**config.mk**
```make
export PLATFORM = sky130hd
export DESIGN_NAME = reg_wb_arbiter
export DESIGN_NICKNAME = d
export VERILOG_FILES = /design/src/rtl/regfile_pkg.sv /design/src/rtl/wb_slot.sv /design/src/rtl/reg_wb_arbiter.sv
export SDC_FILE = /design/constraint.sdc
export NUM_CORES = 1
export LEC_CHECK = 0
export ABC_AREA = 1
export CORE_MARGIN = 2
export CORE_UTILIZATION = 25
export CTS_BUF_LIST = sky130_fd_sc_hd__clkbuf_2 sky130_fd_sc_hd__clkbuf_4 sky130_fd_sc_hd__clkbuf_8
export DETAILED_ROUTE_END_ITERATION = 8
export GPL_ROUTABILITY_DRIVEN = 0
export PLACE_DENSITY_LB_ADDON = 0.08
export SYNTH_ARGS = -nofsm -noshare
export SYNTH_HDL_FRONTEND = slang
export SYNTH_SLANG_ARGS = --single-unit
export TNS_END_PERCENT = 1
```
**constraint.sdc**
```tcl
create_clock -name clk -period 1.9 [get_ports clk]
set_input_delay 0.38 -clock clk [delete_from_list [all_inputs] [get_ports clk]]
set_output_delay 0.38 -clock clk [all_outputs]
set_load 0.01 [all_outputs]
```
**src/rtl/regfile_pkg.sv**
```systemverilog
// Shared constants for the register file and its writeback arbiter.
package regfile_pkg;
    localparam int DATA_W   = 32;
    localparam int REG_W    = 5;
    localparam int NUM_REGS = 32;
    localparam int SRC_A    = 0;
    localparam int SRC_B    = 1;
endpackage

```
**src/rtl/wb_slot.sv**
```systemverilog
// One-entry writeback holding slot: absorbs a write, drops writes to $0,
// and exposes its destination as a one-hot pending bit.
module wb_slot
    import regfile_pkg::*;
#(
    parameter int DATA_W = regfile_pkg::DATA_W,
    parameter int REG_W  = regfile_pkg::REG_W
) (
    input  logic                  clk,
    input  logic                  rst_n,
    input  logic                  load_i,
    input  logic [REG_W-1:0]      load_reg_i,
    input  logic [DATA_W-1:0]     load_data_i,
    input  logic                  free_i,
    output logic                  fill_o,
    output logic                  full_o,
    output logic [REG_W-1:0]      reg_o,
    output logic [DATA_W-1:0]     data_o,
    output logic [2**REG_W-1:0]   onehot_o
);
    logic              full_q, full_d;
    logic [REG_W-1:0]  reg_q, reg_d;
    logic [DATA_W-1:0] data_q, data_d;

    assign fill_o = load_i && (load_reg_i != '0);

    // Reload wins over free so a granted slot can refill on the same edge.
    always_comb begin
        // NOTE: every combinational output gets a default first so no latch is inferred.
        full_d = full_q;
        reg_d  = reg_q;
        data_d = data_q;
        if (free_i) full_d = 1'b0;
        if (fill_o) begin
            full_d = 1'b1;
            reg_d  = load_reg_i;
            data_d = load_data_i;
        end
    end

    always_ff @(posedge clk or negedge rst_n) begin
        // NOTE: state uses <= so both slots and the arbiter see pre-edge values.
        if (!rst_n) begin
            full_q <= 1'b0;
            reg_q  <= '0;
            data_q <= '0;
        end else begin
            full_q <= full_d;
            reg_q  <= reg_d;
            data_q <= data_d;
        end
    end

    always_comb begin
        onehot_o = '0;
        if (full_q) onehot_o[reg_q] = 1'b1;
    end

    assign full_o = full_q;
    assign reg_o  = reg_q;
    assign data_o = data_q;
endmodule

```
**src/rtl/reg_wb_arbiter.sv**
```systemverilog
// Register-file write-port arbiter: two buffered writeback sources, round-robin
// grant, same-register ordering by age, $0 writes discarded.
module reg_wb_arbiter
    import regfile_pkg::*;
#(
    parameter int DATA_W = regfile_pkg::DATA_W,
    parameter int REG_W  = regfile_pkg::REG_W
) (
    input  logic                clk,
    input  logic                rst_n,
    input  logic                a_valid,
    output logic                a_ready,
    input  logic [REG_W-1:0]    a_reg,
    input  logic [DATA_W-1:0]   a_data,
    input  logic                b_valid,
    output logic                b_ready,
    input  logic [REG_W-1:0]    b_reg,
    input  logic [DATA_W-1:0]   b_data,
    input  logic                hold,
    output logic                we,
    output logic [REG_W-1:0]    reg_w,
    output logic [DATA_W-1:0]   bus_w,
    output logic [2**REG_W-1:0] pending
);
    logic [1:0]              full, fill, grant;
    logic [REG_W-1:0]        slot_reg  [2];
    logic [DATA_W-1:0]       slot_data [2];
    logic [2**REG_W-1:0]     slot_hot  [2];
    logic                    rr_q, rr_d;
    logic                    a_older_q, a_older_d;

    wb_slot #(.DATA_W(DATA_W), .REG_W(REG_W)) u_slot_a (
        .clk(clk), .rst_n(rst_n),
        .load_i(a_valid && a_ready), .load_reg_i(a_reg), .load_data_i(a_data),
        .free_i(grant[SRC_A]), .fill_o(fill[SRC_A]), .full_o(full[SRC_A]),
        .reg_o(slot_reg[SRC_A]), .data_o(slot_data[SRC_A]), .onehot_o(slot_hot[SRC_A])
    );

    wb_slot #(.DATA_W(DATA_W), .REG_W(REG_W)) u_slot_b (
        .clk(clk), .rst_n(rst_n),
        .load_i(b_valid && b_ready), .load_reg_i(b_reg), .load_data_i(b_data),
        .free_i(grant[SRC_B]), .fill_o(fill[SRC_B]), .full_o(full[SRC_B]),
        .reg_o(slot_reg[SRC_B]), .data_o(slot_data[SRC_B]), .onehot_o(slot_hot[SRC_B])
    );

    // Same destination must drain oldest-first; otherwise rr shares the port.
    always_comb begin
        grant = 2'b00;
        if (!hold) begin
            if (full[SRC_A] && full[SRC_B]) begin
                if (slot_reg[SRC_A] == slot_reg[SRC_B]) begin
                    grant[SRC_A] = a_older_q;
                    grant[SRC_B] = !a_older_q;
                end else begin
                    grant[SRC_A] = !rr_q;
                    grant[SRC_B] = rr_q;
                end
            end else begin
                grant = full;
            end
        end
    end

    assign a_ready = !full[SRC_A] || grant[SRC_A];
    assign b_ready = !full[SRC_B] || grant[SRC_B];

    always_comb begin
        rr_d = rr_q;
        if (grant[SRC_A])      rr_d = 1'b1;
        else if (grant[SRC_B]) rr_d = 1'b0;

        a_older_d = a_older_q;
        if (fill[SRC_A] && fill[SRC_B])
            a_older_d = 1'b1;
        else if (fill[SRC_A] && full[SRC_B] && !grant[SRC_B])
            a_older_d = 1'b0;
        else if (fill[SRC_B] && full[SRC_A] && !grant[SRC_A])
            a_older_d = 1'b1;
    end

    always_ff @(posedge clk or negedge rst_n) begin
        if (!rst_n) begin
            rr_q      <= 1'b0;
            a_older_q <= 1'b0;
        end else begin
            rr_q      <= rr_d;
            a_older_q <= a_older_d;
        end
    end

    always_comb begin
        we    = |grant;
        reg_w = '0;
        bus_w = '0;
        if (grant[SRC_A]) begin
            reg_w = slot_reg[SRC_A];
            bus_w = slot_data[SRC_A];
        end else if (grant[SRC_B]) begin
            reg_w = slot_reg[SRC_B];
            bus_w = slot_data[SRC_B];
        end
    end

    assign pending = slot_hot[SRC_A] | slot_hot[SRC_B];
endmodule

```
Word level (Yosys, flattened, before mapping)
Cells that the tools add are included.

Register bits after elaboration: 78. Output and inout port bits: 72. Logic and storage cells: 62.

Magnitude comparators: 4. Equal/unequal tests: 1. Muxes and demuxes: 21. Bitwise gates (word level): 1. Reductions and logical operators: 27.

Operators by type and width (number): $mux 32 (4); $or 32x32->32 (1); $logic_and 1x1->1 (12); $lt 5x6->1 const B (2); $demux 1 s5 (2); $ge 5x1->1 const B (2); $mux 1 (10); $mux 5 (2); $reduce_bool 5->1 (2); $logic_not 1->1 (6); $mux 2 (3); $reduce_bool 2->1 (3); $eq 5x5->1 (1); $reduce_bool 3->1 (1); $logic_or 1x1->1 (2); $reduce_or 2->1 (1).

Longest topological paths before layout
Gate-level depths: netlist (run 1).

Depth after elaboration: 12. Depth in mapped cells: 16. Mapped depth without buffers: 14.

By module
A second synthesis (run 1) with hierarchy kept.

Cell total of the unflattened synthesis: 630. Area total of the unflattened synthesis: 4692.0 µm².

By module, submodules not included: wb_slot (times used 2, cells an instance 217, area an instance 1725.4 µm²); reg_wb_arbiter (times used 1, cells an instance 196, area an instance 1241.2 µm²).

Worst setup path before layout (run 1)
Ideal clock, no wire load.

Kind: reg-to-output. From: reg u_slot_b.reg_q[3] (netlist: u_slot_b.reg_o[3]). To: out bus_w[10]. Arrival: 1.616 ns. Data required time: 1.520 ns. Slack: -0.096 ns. Stages on the path, launching flop included: 14. Buffers on the path: 2. Cell sequence: dfrtp_1 > buf_4 > inv_1 > nand2_1 > nand2_1 > nor2_2 > nand3_1 > nand2_1 > nand2_1 > nand2_2 > nand2_4 > inv_1 > buf_2 > a32o_1.

Cells in the longest elaborated chain, start to end: 6.

RTL lines: start: declaration (RTL line wb_slot.sv:22) `logic [REG_W-1:0] reg_q, reg_d;`; start signal: assignment (RTL line wb_slot.sv:49) `reg_q <= reg_d;`; $eq 5x5->1 (*) (RTL line reg_wb_arbiter.sv:51) `if (slot_reg[SRC_A] == slot_reg[SRC_B]) begin`; $mux 2 (*) (RTL line reg_wb_arbiter.sv:51); $mux 2 (*) (RTL line reg_wb_arbiter.sv:50) `if (full[SRC_A] && full[SRC_B]) begin`; $mux 2 (*) (RTL line reg_wb_arbiter.sv:49) `if (!hold) begin`; $mux 32 (RTL line reg_wb_arbiter.sv:98) `end else if (grant[SRC_B]) begin`; $mux 32 (*) (RTL line reg_wb_arbiter.sv:95) `if (grant[SRC_A]) begin`; end: declaration (RTL line reg_wb_arbiter.sv:22) `output logic [DATA_W-1:0] bus_w,`.

Every way passes the cells marked *; elsewhere a longest branch is shown, timed or not.

Worst setup path in the final report (run 1)
From: reg u_slot_b.reg_q[3] (netlist: u_slot_b.reg_o[3]). To: out bus_w[13].

The elaborated chain is that of the path after synthesis.

==> results of run 1 <==
[synthesized netlist by cell type]
cell type  count
nand2_1      119
dfrtp_1       78
nand3_1       56
inv_1         55
o22ai_1       37
a32o_1        32
o21ai_0       17
o21ai_2       16
clkbuf_1      11
nor2_1        11
buf_2          8
buf_6          6
buf_4          5
nor3_1         5
o21ai_1        5
nand2_4        4
a21oi_1        3
a21oi_2        2
nand2_2        2
clkinv_1       1
inv_2          1
nand3_2        1
nand3_4        1
nand4_1        1
nor2_2         1
o31ai_1        1
xnor2_1        1
[layout make-up]
class	count	area [sq um]	area share (%)
clock buffer	11	145	2.20
clock inverter	5	81.3	1.23
inverter	57	230	3.48
multi-input combinational	315	2000	30.3
sequential	78	1950	29.5
tap	216	270	4.09
timing repair buffer	220	1930	29.2
[timing repair]
action | CTS | global route
setup buffers | 5 | 6
hold buffers | 1 | 0
endpoints found under the hold margin | 35 | 0
endpoints found under the setup margin | 148 | 149
pin swaps | 32 | 17
cloned | 2 | 0
resized for setup | 273 | 90
[report_power, final]
part | internal [W] | switching [W]
Clock | 0.000794 | 0.000666
Combinational | 0.00278 | 0.00327
Sequential | 0.00245 | 0.000540
[layer usage]
layer	vias up	global-route usage, %
met1	2065	20.2
met3	11	4.81
met2	124	29.5
li1	2046	-
met5	-	0
met4	0	5.19
[registers in the layout (all words and copies together), names as in the netlist]
signal / count
a_older_q: 1
u_slot_b.data_o: 32
rr_q: 1
u_slot_b.reg_o: 5
u_slot_a.reg_o: 5
u_slot_a.data_o: 32
u_slot_a.full_o: 1
u_slot_b.full_o: 1
[stage by stage]
stage	std cells	setup WS [ns]	util, %	area, sq um	hold WS (ns)
after floorplan	480	-0.0103	-	4110	0.0844
after global placement	873	-0.640	39.1	6230	0.376
after detailed placement	873	-0.621	39.1	6230	0.376
after CTS	897	-0.712	40.6	6470	0.480
after global routing	902	-0.736	41.5	6610	0.500
final	902	-0.586	41.5	6610	0.482
[layout by cell type (no fill, tap or decap), types with 8 or more instances in the layout]
cell / instances
nand2_2: 14
buf_12: 11
buf_4: 48
o21ai_0: 11
o21ai_2: 17
nand3_1: 49
nand2_1: 106
buf_6: 13
clkbuf_8: 10
o22ai_2: 16
a32o_1: 29
inv_2: 8
inv_1: 44
o21ai_1: 10
dfrtp_1: 78
clkdlybuf4s50_1: 77
buf_2: 56
o22ai_1: 21
[path summary, 6_finish.rpt]
check	from	endpoint	slack (ns)	depth (start not counted)
worst max-delay path	u_slot_b.reg_o[3]$_DFFE_PN0P_	bus_w[13]	-0.59	10
worst min register to register	u_slot_a.data_o[11]$_DFFE_PN0N_	u_slot_a.data_o[11]$_DFFE_PN0N_	0.48	2
worst min-delay path	u_slot_a.data_o[11]$_DFFE_PN0N_	u_slot_a.data_o[11]$_DFFE_PN0N_	0.48	2
worst max register to register	u_slot_b.reg_o[3]$_DFFE_PN0P_	u_slot_a.reg_o[0]$_DFFE_PN0N_	-0.22	14
min in group asynchronous	rst_n	u_slot_a.data_o[12]$_DFFE_PN0N_	0.50	2
max in group asynchronous	rst_n	u_slot_b.data_o[8]$_DFFE_PN0P_	0.76	3
[cell families after synthesis]
| logic type | count (synthesis) |
|---|---|
| AO/OA/AOI/OAI | 113 |
| XOR/XNOR | 1 |
| buffers and inverters | 87 |
| flip-flops | 78 |
| AND/OR/NAND/NOR | 201 |
[critical path, cell delays in order, from the launching register on]
cell     delay, ns
dfrtp_1       0.43
nand2_1       0.08
nand2_1       0.06
nor2_2        0.15
nand3_1       0.10
nand2_2       0.10
nand3_4       0.11
buf_4         0.18
buf_16        0.15
a32o_1        0.25
buf_2         0.14
==> results.md, run 1 <==
* Core area at 15,900 sq um
* Final setup vio count at 142
* Maximum VDD drop at 0.559 mV
* Power Total at 0.0105 W
* Yosys Warn Count at 0
* Netlist cell types at 27
* Max Clk Rate at 402 MHz
* Synth Area in Compound Gates at 20.6%
* CP arrival at 2.11 ns
* Post-synthesis sequential area ratio at 47.7%
* Final WS setup at -0.586 ns
* TritonCTS buffer count at 9
* Worst-path clk slew at 0.08 ns
* Antenna Nets Post-Route at 0
* Boundary Pins at 151
* Drt wl/cell at 16.1 microns
* Setup TNS at -33.81 ns
* Top cell type's share of synthesized area at 47.7%
* Mapped Area at 4090 sq um
* Total wire length at 14.5 mm
* Multiplexer share of the synthesized area at 0%
* Initial antenna violation count at 0
* Worst EP required at 1.52 ns
* Clock Sinks at 78
* Final Hold Fails at 0
* Detailed Place HPWL at 10.0 mm
* NumNets Final at 760
* XOR/XNOR Fraction of Synth Area at 0.214%
* Startpoint Class: flop
* Met1 wire length at 6.25 mm
* Met2 Wirelength at 7.24 mm
* GR Overflow Total at 0
* Syn Area/Cell at 8.53 sq um
* Die X at 132 microns
* Buffers on Ports at 150
* Failing checks: negative setup slack
* Tot GR Track Use at 16.9%
* CP endpoint kind: primary output
* CTS Buffer Depth at 2
* Die H at 132 microns
* Syn_nets at 559
* Largest family of logic cells by synthesized area: simple AND/OR/NAND/NOR gates
* CTS Root Cell: clkbuf_8
* Simple-gate share of the synthesized area at 21.8%
* Vias in the first global route at 4,376
* Global-route wire length before repair at 23.5 mm
* DRT iter0 DRCs at 220
* Worst-path fanout max at 12
* Share of layout cells above drive strength 1 at 36.0%
* Largest net degree at the start of global routing at 44
* Adder-cell share of the synthesized area at 0%
* CTS tree: done
* Min-Delay Path Class: reg2reg
* Outcome: finished, violations left
* Final Max Slew Viols at 0
* Max-cap violation count at 0
* Worst-Margin Slew at 0.495 ns
* Tmin final at 2.49 ns
* Htree depth at 3
* Critical path class: reg2out
* Starting Density at 25.7%
* DR top layer: met4
* Fin crit share at 131%
* DRC violations left at 0
* Die area at 17,400 sq um
* Layout filler cell count at 1,667
* LEAKAGE at 3.18 nW
* Initial DRT Pass Iterations at 5
* Syn Inst Count at 480
* Rel. slew slack at 67.0%
* Rows at 46
* Synth Register Bits at 78
* Antenna diode count at 0
* Cell taking the most area after synthesis: dfrtp_1
* Clk_lat worst skew at 0.37 ns
* RSZ-0062 raised after global routing: yes
* Cells taking the most area after synthesis: dfrtp_1 48%, nand2_1 11%, a32o_1 7.8%
* Setup Skew at 0.0125 ns
* PD cells at 1590 nW/um^2
* Synth-to-Final Area Change at 61.4%
* Routed via count at 4,246
* WL met3 at 854 microns
* Via density at 4.71
No activity file was read; power rests on OpenSTA's default activity.
==> inputs of run 2 (changes only) <==
--- a/config.mk
+++ b/config.mk
@@ -7,7 +7,7 @@
 export LEC_CHECK = 0
 export ABC_AREA = 1
 export CORE_MARGIN = 2
-export CORE_UTILIZATION = 25
+export CORE_UTILIZATION = 35
 export CTS_BUF_LIST = sky130_fd_sc_hd__clkbuf_2 sky130_fd_sc_hd__clkbuf_4 sky130_fd_sc_hd__clkbuf_8
 export DETAILED_ROUTE_END_ITERATION = 8
 export GPL_ROUTABILITY_DRIVEN = 0
==> run 2 against run 1 <==
Critical path depth rose by 2. Clock skew barely moved. Core utilization rose by 14 points. The flow still finishes with violations (negative setup slack). Final cell count fell by 8.5%. Non-clock buffer count fell by 4. Sequential share of layout area rose by 1.2 points. Combinational power fell by 4.5%.
==> results.md, run 2 (synthesis gave the netlist of run 1 again) <==
* Antenna diode count at 0 (unchanged)
* Critical path class: reg2out
* Max Clk Rate at 421 MHz (+4.6%)
* Die X at 112 microns (-15%)
* Worst-path clk slew at 0.08 ns (about the same)
* Tot GR Track Use at 20.6% (+3.6 points)
* Most frequent cells in the layout: 107 x nand2_1, 78 x dfrtp_1, 77 x clkdlybuf4s50_1, 65 x buf_2, 53 x nand3_1
* Clock Sinks at 78 (unchanged)
* Final WS setup at -0.478 ns (+0.108 ns)
* Fin crit share at 125% (-5.7 points)
* Final core occ at 55.7% (+14 points)
* Outcome: finished, violations left
* DRT iter0 DRCs at 228 (+3.6%)
* Antenna Nets Post-Route at 0 (unchanged)
* Crit path buffers/inverters at 4 (+1)
* Die H at 112 microns (-15%)
* Final Max Slew Viols at 0 (unchanged)
* Largest net degree at the start of global routing at 42 (-4.5%)
* Die area at 12,600 sq um (-28%)
* Share of layout cells above drive strength 1 at 33.6% (-2.4 points)
* Clk_lat worst skew at 0.35 ns (-0.02 ns)
* Worst-path fanout max at 8 (-4)
* Startpoint Class: flop
* Htree depth at 3 (unchanged)
* Final Hold Fails at 0 (unchanged)
* Drt wl/cell at 15.7 microns (-2.2%)
* Starting Density at 35.9% (+10 points)
* Crit-path cells: inv_2 -> nand2_1 -> nand2_1 -> nor2_2 -> nand4_1 -> nand2_1 -> nand2_2 -> nand2_4 -> inv_6 -> buf_12 -> a32o_1 -> buf_2
* Crit-path leading delay family: simple AND/OR/NAND/NOR gates
* Most used cell, CP: nand2_1
* Rows at 39 (-15%)
* Global-route wire length before repair at 21.1 mm (-10%)
* Routed via count at 4,165 (-1.9%)
* CP arrival at 2.00 ns (-0.11 ns)
* Initial DRT Pass Iterations at 4 (-1)
* WL met3 at 819 microns (-4.1%)
* Met2 Wirelength at 5.99 mm (-17%)
* Power Total at 0.00987 W (-6.1%)
* Initial antenna violation count at 0 (unchanged)
* CTS tree: done
* PD cells at 1550 nW/um^2 (-2.4%)
* Place WS at -0.519 ns (+0.103 ns)
* Boundary Pins at 151 (unchanged)
* RSZ-0062 raised after global routing: yes
* Detailed Place HPWL at 9.20 mm (-8.2%)
* Setup Skew at 0.0124 ns (-0.0000571 ns)
* Buffers on Ports at 150 (unchanged)
* CTS Buffer Depth at 2 (unchanged)
* Total wire length at 13.0 mm (-11%)
* CTS Root Cell: clkbuf_8
* Met1 wire length at 6.01 mm (-3.9%)
* Maximum VDD drop at 0.715 mV (+28%)
* CP peak stage delay at 0.39 ns (-0.04 ns)
* Worst EP required at 1.52 ns (about the same)
* Final setup vio count at 144 (+1.4%)
* Core area at 11,400 sq um (-28%)
* LEAKAGE at 3.13 nW (-1.4%)
* DR top layer: met4
* Rel. slew slack at 79.4% (+12 points)
* Tmin final at 2.38 ns (-0.108 ns)
* Via density at 5.05 (+7.2%)
* DRC violations left at 0 (unchanged)
* Setup TNS at -25.78 ns (+8.03 ns)
* CP endpoint kind: primary output
* Crit-path slowest cell: dfrtp_1
* Synth-to-Final Area Change at 55.4%
* Vias in the first global route at 4,160 (-4.9%)
* GR Overflow Total at 0 (unchanged)
* Commonest non-fill, non-tap cell in the layout: nand2_1
* TritonCTS buffer count at 9 (unchanged)
* Failing checks: negative setup slack
* NumNets Final at 756 (-0.53%)
* Worst-Margin Slew at 0.310 ns (-0.186 ns)
* Min-Delay Path Class: in2async
* Max-cap violation count at 0 (unchanged)
==> run 2: per-layer routing <==
metal	vias to the layer above	global-route usage (%)
li1	2040	-
met1	1962	28.3
met2	148	32.9
met3	15	5.02
met4	0	5.04
met5	-	0
==> run 2: worst paths after layout <==
| kind | from | end | slack, ns | cells after the start |
|---|---|---|---|---|
| setup / recovery | u_slot_a.reg_o[2]$_DFFE_PN0N_ | bus_w[27] | -0.48 | 12 |
| hold / removal | rst_n | u_slot_b.data_o[5]$_DFFE_PN0P_ | 0.44 | 2 |
| setup reg to reg | u_slot_a.reg_o[2]$_DFFE_PN0N_ | u_slot_b.data_o[12]$_DFFE_PN0P_ | -0.16 | 16 |
| hold reg to reg | u_slot_a.data_o[17]$_DFFE_PN0N_ | u_slot_a.data_o[17]$_DFFE_PN0N_ | 0.48 | 2 |
| max in group asynchronous | rst_n | u_slot_a.reg_o[2]$_DFFE_PN0N_ | 0.88 | 3 |
| min in group clk | u_slot_a.data_o[17]$_DFFE_PN0N_ | u_slot_a.data_o[17]$_DFFE_PN0N_ | 0.48 | 2 |
==> run 2: layout make-up <==
type	count	area (sq um)
clock buffer	10	131
clock inverter	6	47.5
fill	1075	5060
inverter	57	224
multi-input combinational	315	1980
sequential	78	1950
tap	143	179
timing repair buffer	216	1850
==> run 2: stage by stage <==
step | hold slack (ns) | std cells | cell area, sq um
after floorplan | 0.0844 | 480 | 4110
after global placement | 0.256 | 801 | 6130
after detailed placement | 0.257 | 801 | 6130
after CTS | 0.427 | 823 | 6210
after global routing | 0.449 | 825 | 6360
final | 0.440 | 825 | 6360
==> run 2: what timing repair did <==
item	CTS	global route
pin swaps	10	4
buffers inserted	5	2
endpoints found under the hold margin	14	0
resized for setup	296	59
cloned	1	0
hold buffers	1	0
setup endpoints to repair	148	149
==> run 2: where the power goes <==
group,switching (W),leakage (nW),internal (W)
sequential,0.000500,0.953,0.00245
clock,0.000643,0.0838,0.000498
combinational,0.00315,2.10,0.00263
total,0.00429,3.13,0.00557
